`config.mk`:
```
export PLATFORM = sky130hd
export DESIGN_NAME = serial_mod_ch
export DESIGN_NICKNAME = d
export VERILOG_FILES = /design/src/rtl/serial_mod_pkg.sv /design/src/rtl/serial_mod_ch.sv
export SDC_FILE = /design/constraint.sdc
export NUM_CORES = 1
export LEC_CHECK = 0
export CORE_MARGIN = 1.5
export CORE_UTILIZATION = 40
export CTS_BUF_LIST = sky130_fd_sc_hd__clkbuf_2 sky130_fd_sc_hd__clkbuf_4 sky130_fd_sc_hd__clkbuf_8
export DETAILED_ROUTE_END_ITERATION = 7
export GPL_TIMING_DRIVEN = 0
export PLACE_DENSITY = 0.67
export SKIP_LAST_GASP = 1
export SYNTH_ARGS = -nofsm -noshare
export SYNTH_HDL_FRONTEND = slang
export SYNTH_SLANG_ARGS = --single-unit
```
`constraint.sdc`:
```
create_clock -name clk -period 2 [get_ports clk]
set_input_delay 0.3 -clock clk [delete_from_list [all_inputs] [get_ports clk]]
set_output_delay 0.3 -clock clk [all_outputs]
set_load 0.01 [all_outputs]
```
`src/rtl/serial_mod_pkg.sv`:
```
// Shared helpers for the serial mod-N checker: remainder width and the single-step reduction.
package serial_mod_pkg;

  // Wide enough for 2*D-1 with D up to 255.
  localparam int unsigned ArithW = 9;

  function automatic int unsigned rem_width(input int unsigned d);
    return (d < 2) ? 1 : $clog2(d);
  endfunction

  // Operands are always below 2*d, so one conditional subtract completes the reduction.
  function automatic logic [ArithW-1:0] mod_add_reduce(input logic [ArithW-1:0] x,
                                                       input logic [ArithW-1:0] d);
    return (x >= d) ? x - d : x;
  endfunction

endpackage

```
`src/rtl/serial_mod_ch.sv`:
```
// One channel of the serial divisibility checker: running remainder, bit weight, counter.
module serial_mod_ch
  import serial_mod_pkg::*;
#(
  parameter int unsigned DIVISOR   = 3,
  parameter int unsigned LSB_FIRST = 0,
  parameter int unsigned CNT_W     = 16,
  parameter int unsigned REM_W     = rem_width(DIVISOR)
) (
  input  logic             clk,
  input  logic             resetn,
  input  logic             in_valid,
  input  logic             in_start,
  input  logic             din,
  output logic             dout,
  output logic [REM_W-1:0] rem,
  output logic [CNT_W-1:0] bit_cnt,
  output logic             empty
);

  localparam logic [ArithW-1:0] DivA = ArithW'(DIVISOR);
  localparam logic [REM_W-1:0]  Wgt1 = REM_W'(1);
  localparam logic [REM_W-1:0]  Wgt2 = REM_W'(mod_add_reduce(ArithW'(2), DivA));

  logic [REM_W-1:0] rem_q, wgt_q, rem_next, wgt_next;
  logic [REM_W:0]   msb_sum, lsb_sum, wgt_dbl;
  logic [CNT_W-1:0] cnt_q, cnt_inc;
  logic             empty_q;

  always_comb begin
    msb_sum  = {rem_q, din};
    lsb_sum  = {1'b0, rem_q} + {1'b0, (din ? wgt_q : '0)};
    wgt_dbl  = {wgt_q, 1'b0};
    rem_next = (LSB_FIRST != 0) ? REM_W'(mod_add_reduce(ArithW'(lsb_sum), DivA))
                                : REM_W'(mod_add_reduce(ArithW'(msb_sum), DivA));
    wgt_next = REM_W'(mod_add_reduce(ArithW'(wgt_dbl), DivA));
    cnt_inc  = (cnt_q == '1) ? cnt_q : cnt_q + CNT_W'(1);
  end

  always_ff @(posedge clk) begin
    if (!resetn) begin
      rem_q   <= '0;
      wgt_q   <= Wgt1;
      cnt_q   <= '0;
      empty_q <= 1'b1;
    end else if (in_start && in_valid) begin
      // The value restarts with this bit, so the next bit carries weight 2.
      rem_q   <= REM_W'(din);
      wgt_q   <= Wgt2;
      cnt_q   <= CNT_W'(1);
      empty_q <= 1'b0;
    end else if (in_start) begin
      rem_q   <= '0;
      wgt_q   <= Wgt1;
      cnt_q   <= '0;
      empty_q <= 1'b1;
    end else if (in_valid) begin
      rem_q   <= rem_next;
      wgt_q   <= wgt_next;
      cnt_q   <= cnt_inc;
      empty_q <= 1'b0;
    end
  end

  assign dout    = !empty_q && (rem_q == '0);
  assign rem     = rem_q;
  assign bit_cnt = cnt_q;
  assign empty   = empty_q;

endmodule

```
==> metrics.md <==
| Metric | Value |
|---|---|
| First-pass GRT wire length | `4000 um` |
| Critical path class | `reg -> reg` |
| Hold_sp | `bit_cnt[13]$_SDFFE_PP0P_` |
| Post-Syn Nets | `127` |
| Worst IR Drop VDD | `348 uV` |
| Syn-to-layout area delta | `32.1%` |
| Hold Crit Class | `reg -> reg` |
| Worst-path clk slew | `0.11 ns` |
| Vias in the first global route | `slightly above 900` |
| Post-DR wirelength/cell | `13.9 um` |
| Cell Area, Synth | `1030 um2` |
| Fin nets | `158` |
| Detailed-route DRC error count | `0` |
| Met1 usage | `25.2%` |
| Row count | `18` |
| Place WS | `-0.248 ns` |
| Multi-input combinational cell area | `636 um2` |
| Post-synth top area cell | `dfxtp_1` |
| Slew Viols, Final | `0` |
| Storage cell area | `382 um2` |
| Via count | `between 1000 and 1500` |
| Sink Count | `19` |
| DR pass1 iterations | `7` |
| H-tree depth | `1` |
| Post-synth EDFFs | `0` |
| CP Capture Type | `register` |
| CORE AREA | `2450 um2` |
| Post-Layout Cell Count | `180` |
| Worst-skew pair later-pin latency | `between 0.2 and 0.3 ns` |
| Initial DRC count | `19` |
| Clk pwr share | `between 30% and 40%` |
| Die area | `just under 3000 um2` |
| Cts bufs inserted | `3` |
| R2R Path Start | `bit_cnt[1]$_SDFFE_PP0P_` |
| Initial Utilization | `41.9%` |
| Hold Path Sink | `bit_cnt[13]$_SDFFE_PP0P_` |
| Endpoints failing setup | `0` |
| Synthesis-stage register bit count | `19` |
| Top cells by area, synth | `dfxtp_1, o21ai_0, a21oi_1, or3_1, nand2_1` |
| Die height | `53.7 um` |
| Largest net degree at the start of global routing | `11` |
| Clk buf depth | `2` |
| Antenna Nets Post-Route | `0` |
| WHS Path Cells | `1` |
| Area after DPL | `roughly 1300 um2` |
| Yosys warns | `0` |
| Gpl congestion | `0.812` |
| Max cap viols | `0` |
| Period utilization | `94.9%` |
| Top Ports | `25` |
| Max transition margin | `69.2%` |
| Register area share after synthesis | `~37%` |
| Worst Skew | `0.00835 ns` |
| Fraction of layout cells with a size suffix above 1 | `between 10% and 20%` |
| Sequential power share | `58.9%` |
| ANT cells | `0` |
| Crit-path slowest cell | `or4_1` |
| RSZ-0062 raised after global routing | `no` |
| Via-per-instance ratio | `5.77` |
| Logic gate share of total power | `9.7%` |
| Setup ws final | `0.102 ns` |
| Asr flop ratio synth | `0%` |
| Crit path cell chain | `ha_1 > nand4_4 > or3_4 > or4_1 > nand2_1` |
| Req. time, crit path | `approximately 2.3 ns` |
| Fill cells | `235` |
| Crit path DAT | `2.15 ns` |
| DP Cell Count | `174` |
| Die W | `53.7 um` |
| Reg2reg end | `bit_cnt[14]$_SDFFE_PP0P_` |
| CTS Hold Bufs | `0` |
| Met3 usage | `2.78%` |
| M2 GR Usage | `29.5%` |
| Slew @ Worst Pin | `between 0.4 and 0.5 ns` |
| Final HPWL DP | `1770 um` |
| Min cycle time layout | `1.90 ns` |
| Initial antenna violation count | `0` |
| R2r worst-path depth | `5` |
| PortBufs | `24` |
| P_sw | `0.000157 W` |
| Clock root buffer | `clkbuf_4` |
| Crit Path Max Fanout | `6` |
| CP max stage delay | `0.49 ns` |
| Main synth FF type | `dfxtp_1` |
| Synth top area share | `37.0%` |
| Mean Syn Cell Area | `around 8.6 um2` |
| WL final | `2510 um` |
| Power Density | `around 490 nW/um2` |
| Busiest grt layer | `met2` |
| Post-route cell area | `1360 um2` |
| Fin. Hold Viols | `0` |
| Hold slack | `about 0.49 ns` |
| CTS tree | `yes` |
| Cell variety after synth | `41` |
| Setup crit start kind | `register` |
| Sw frac | `23.6%` |
| GRT Total Usage | `18.6%` |
| Grt total ovfl | `0` |
| FMAX | `around 530 MHz` |
| Status | `finished clean` |
| R2R Setup Slk | `roughly 0.10 ns` |
| Int Pwr | `0.000508 W` |
| Leak | `about 0.46 nW` |
| Mapped Cells | `120` |
## cell type report
class	count	share of cell area [%]
timing repair buffer	26	18.8
buffer	3	1.10
sequential	19	28.1
clock buffer	4	2.21
multi-input combinational	97	46.8
tap	30	2.76
inverter	1	0.276
## Yosys cell counts, types with 2 or more instances
cell and count:
a31oi_1 2, nor4_1 2, dfxtp_1 19, nand2b_1 2
a21oi_1 10, o211ai_1 3, ha_1 2, clkbuf_1 2
or4_1 2, or3_1 8, o21ai_0 13, nand3b_1 2
nand2_1 9, nand3_1 2, nor2_1 7, nand4_1 5
nor3_1 6
## how the worst max path moves through the flow
stage,from,end,slack [ns],cells after the start
final,bit_cnt[1]$_SDFFE_PP0P_,bit_cnt[14]$_SDFFE_PP0P_,0.10,5
after global routing,bit_cnt[1]$_SDFFE_PP0P_,bit_cnt[14]$_SDFFE_PP0P_,0.02,5
after floorplan,bit_cnt[0]$_SDFFE_PN0P_,bit_cnt[14]$_SDFFE_PP0P_,0.17,5
after CTS,bit_cnt[0]$_SDFFE_PN0P_,bit_cnt[14]$_SDFFE_PP0P_,0.05,5
after global placement,in_valid,bit_cnt[11]$_SDFFE_PP0P_,-0.24,5
after detailed placement,in_valid,bit_cnt[11]$_SDFFE_PP0P_,-0.25,5
## power groups by stage
stage               registers, W  clock network [W]   logic, W
global placement        0.000400                  0  0.0000625
global route            0.000393           0.000229  0.0000703
CTS                     0.000391           0.000216  0.0000644
detailed placement      0.000400                  0  0.0000638
floorplan               0.000402                  0  0.0000279
finish                  0.000392           0.000209  0.0000643
## state kept, by name, indices dropped and copies added (netlist names)
| name | cells |
|---|---|
| rem | 2 |
| empty | 1 |
| bit_cnt | 16 |
## worst max-delay path, delay by kind of cell, from the launching register on
kind,cells,cell delay (ns)
and+or+nand+nor,4,1.18
DFF,1,0.41
adders and majority gates,1,0.27
## kinds of logic (layout without fill, tap and decap cells)
logic type	Yosys count	after routing	share of synthesized area, %
AOI/OAI and AO/OA	34	34	19.6
adders and majority gates	2	2	2.43
buffers and inverters	4	34	1.83
muxes	1	1	0.973
DFF	19	19	37.0
and+or+nand+nor	60	60	38.2
## per-stage QoR
stage          power [W]  setup TNS [ns]  util (%)
2_1_floorplan   0.000429               0         -
3_3_place_gp    0.000462          -0.390      53.2
3_5_place_dp    0.000464          -0.433      53.2
4_1_cts         0.000672               0      54.4
5_1_grt         0.000693               0      55.4
6_report        0.000665               0      55.4
## routing by layer
metal  vias to the layer above  wire (um)
li1                        520          -
met1                       488       1200
met2                        29       1160
met3                         2        136
met4                         0         12
met5                         -          0
## placed cells by master (no fill, tap or decap), types with 3 or more instances in the layout
cell type	count
or3_1	8
o211ai_1	3
clkbuf_4	4
nand2_1	9
a21oi_1	10
nor3_1	6
dfxtp_1	18
nand4_1	5
buf_4	3
nor2_1	7
clkdlybuf4s50_1	24
o21ai_0	13
## timing repair
action,CTS,global route
setup endpoints to repair,0,11
buffers inserted,0,2
gates resized for setup,0,2
Note: power is estimated with default switching activity, not from simulation.
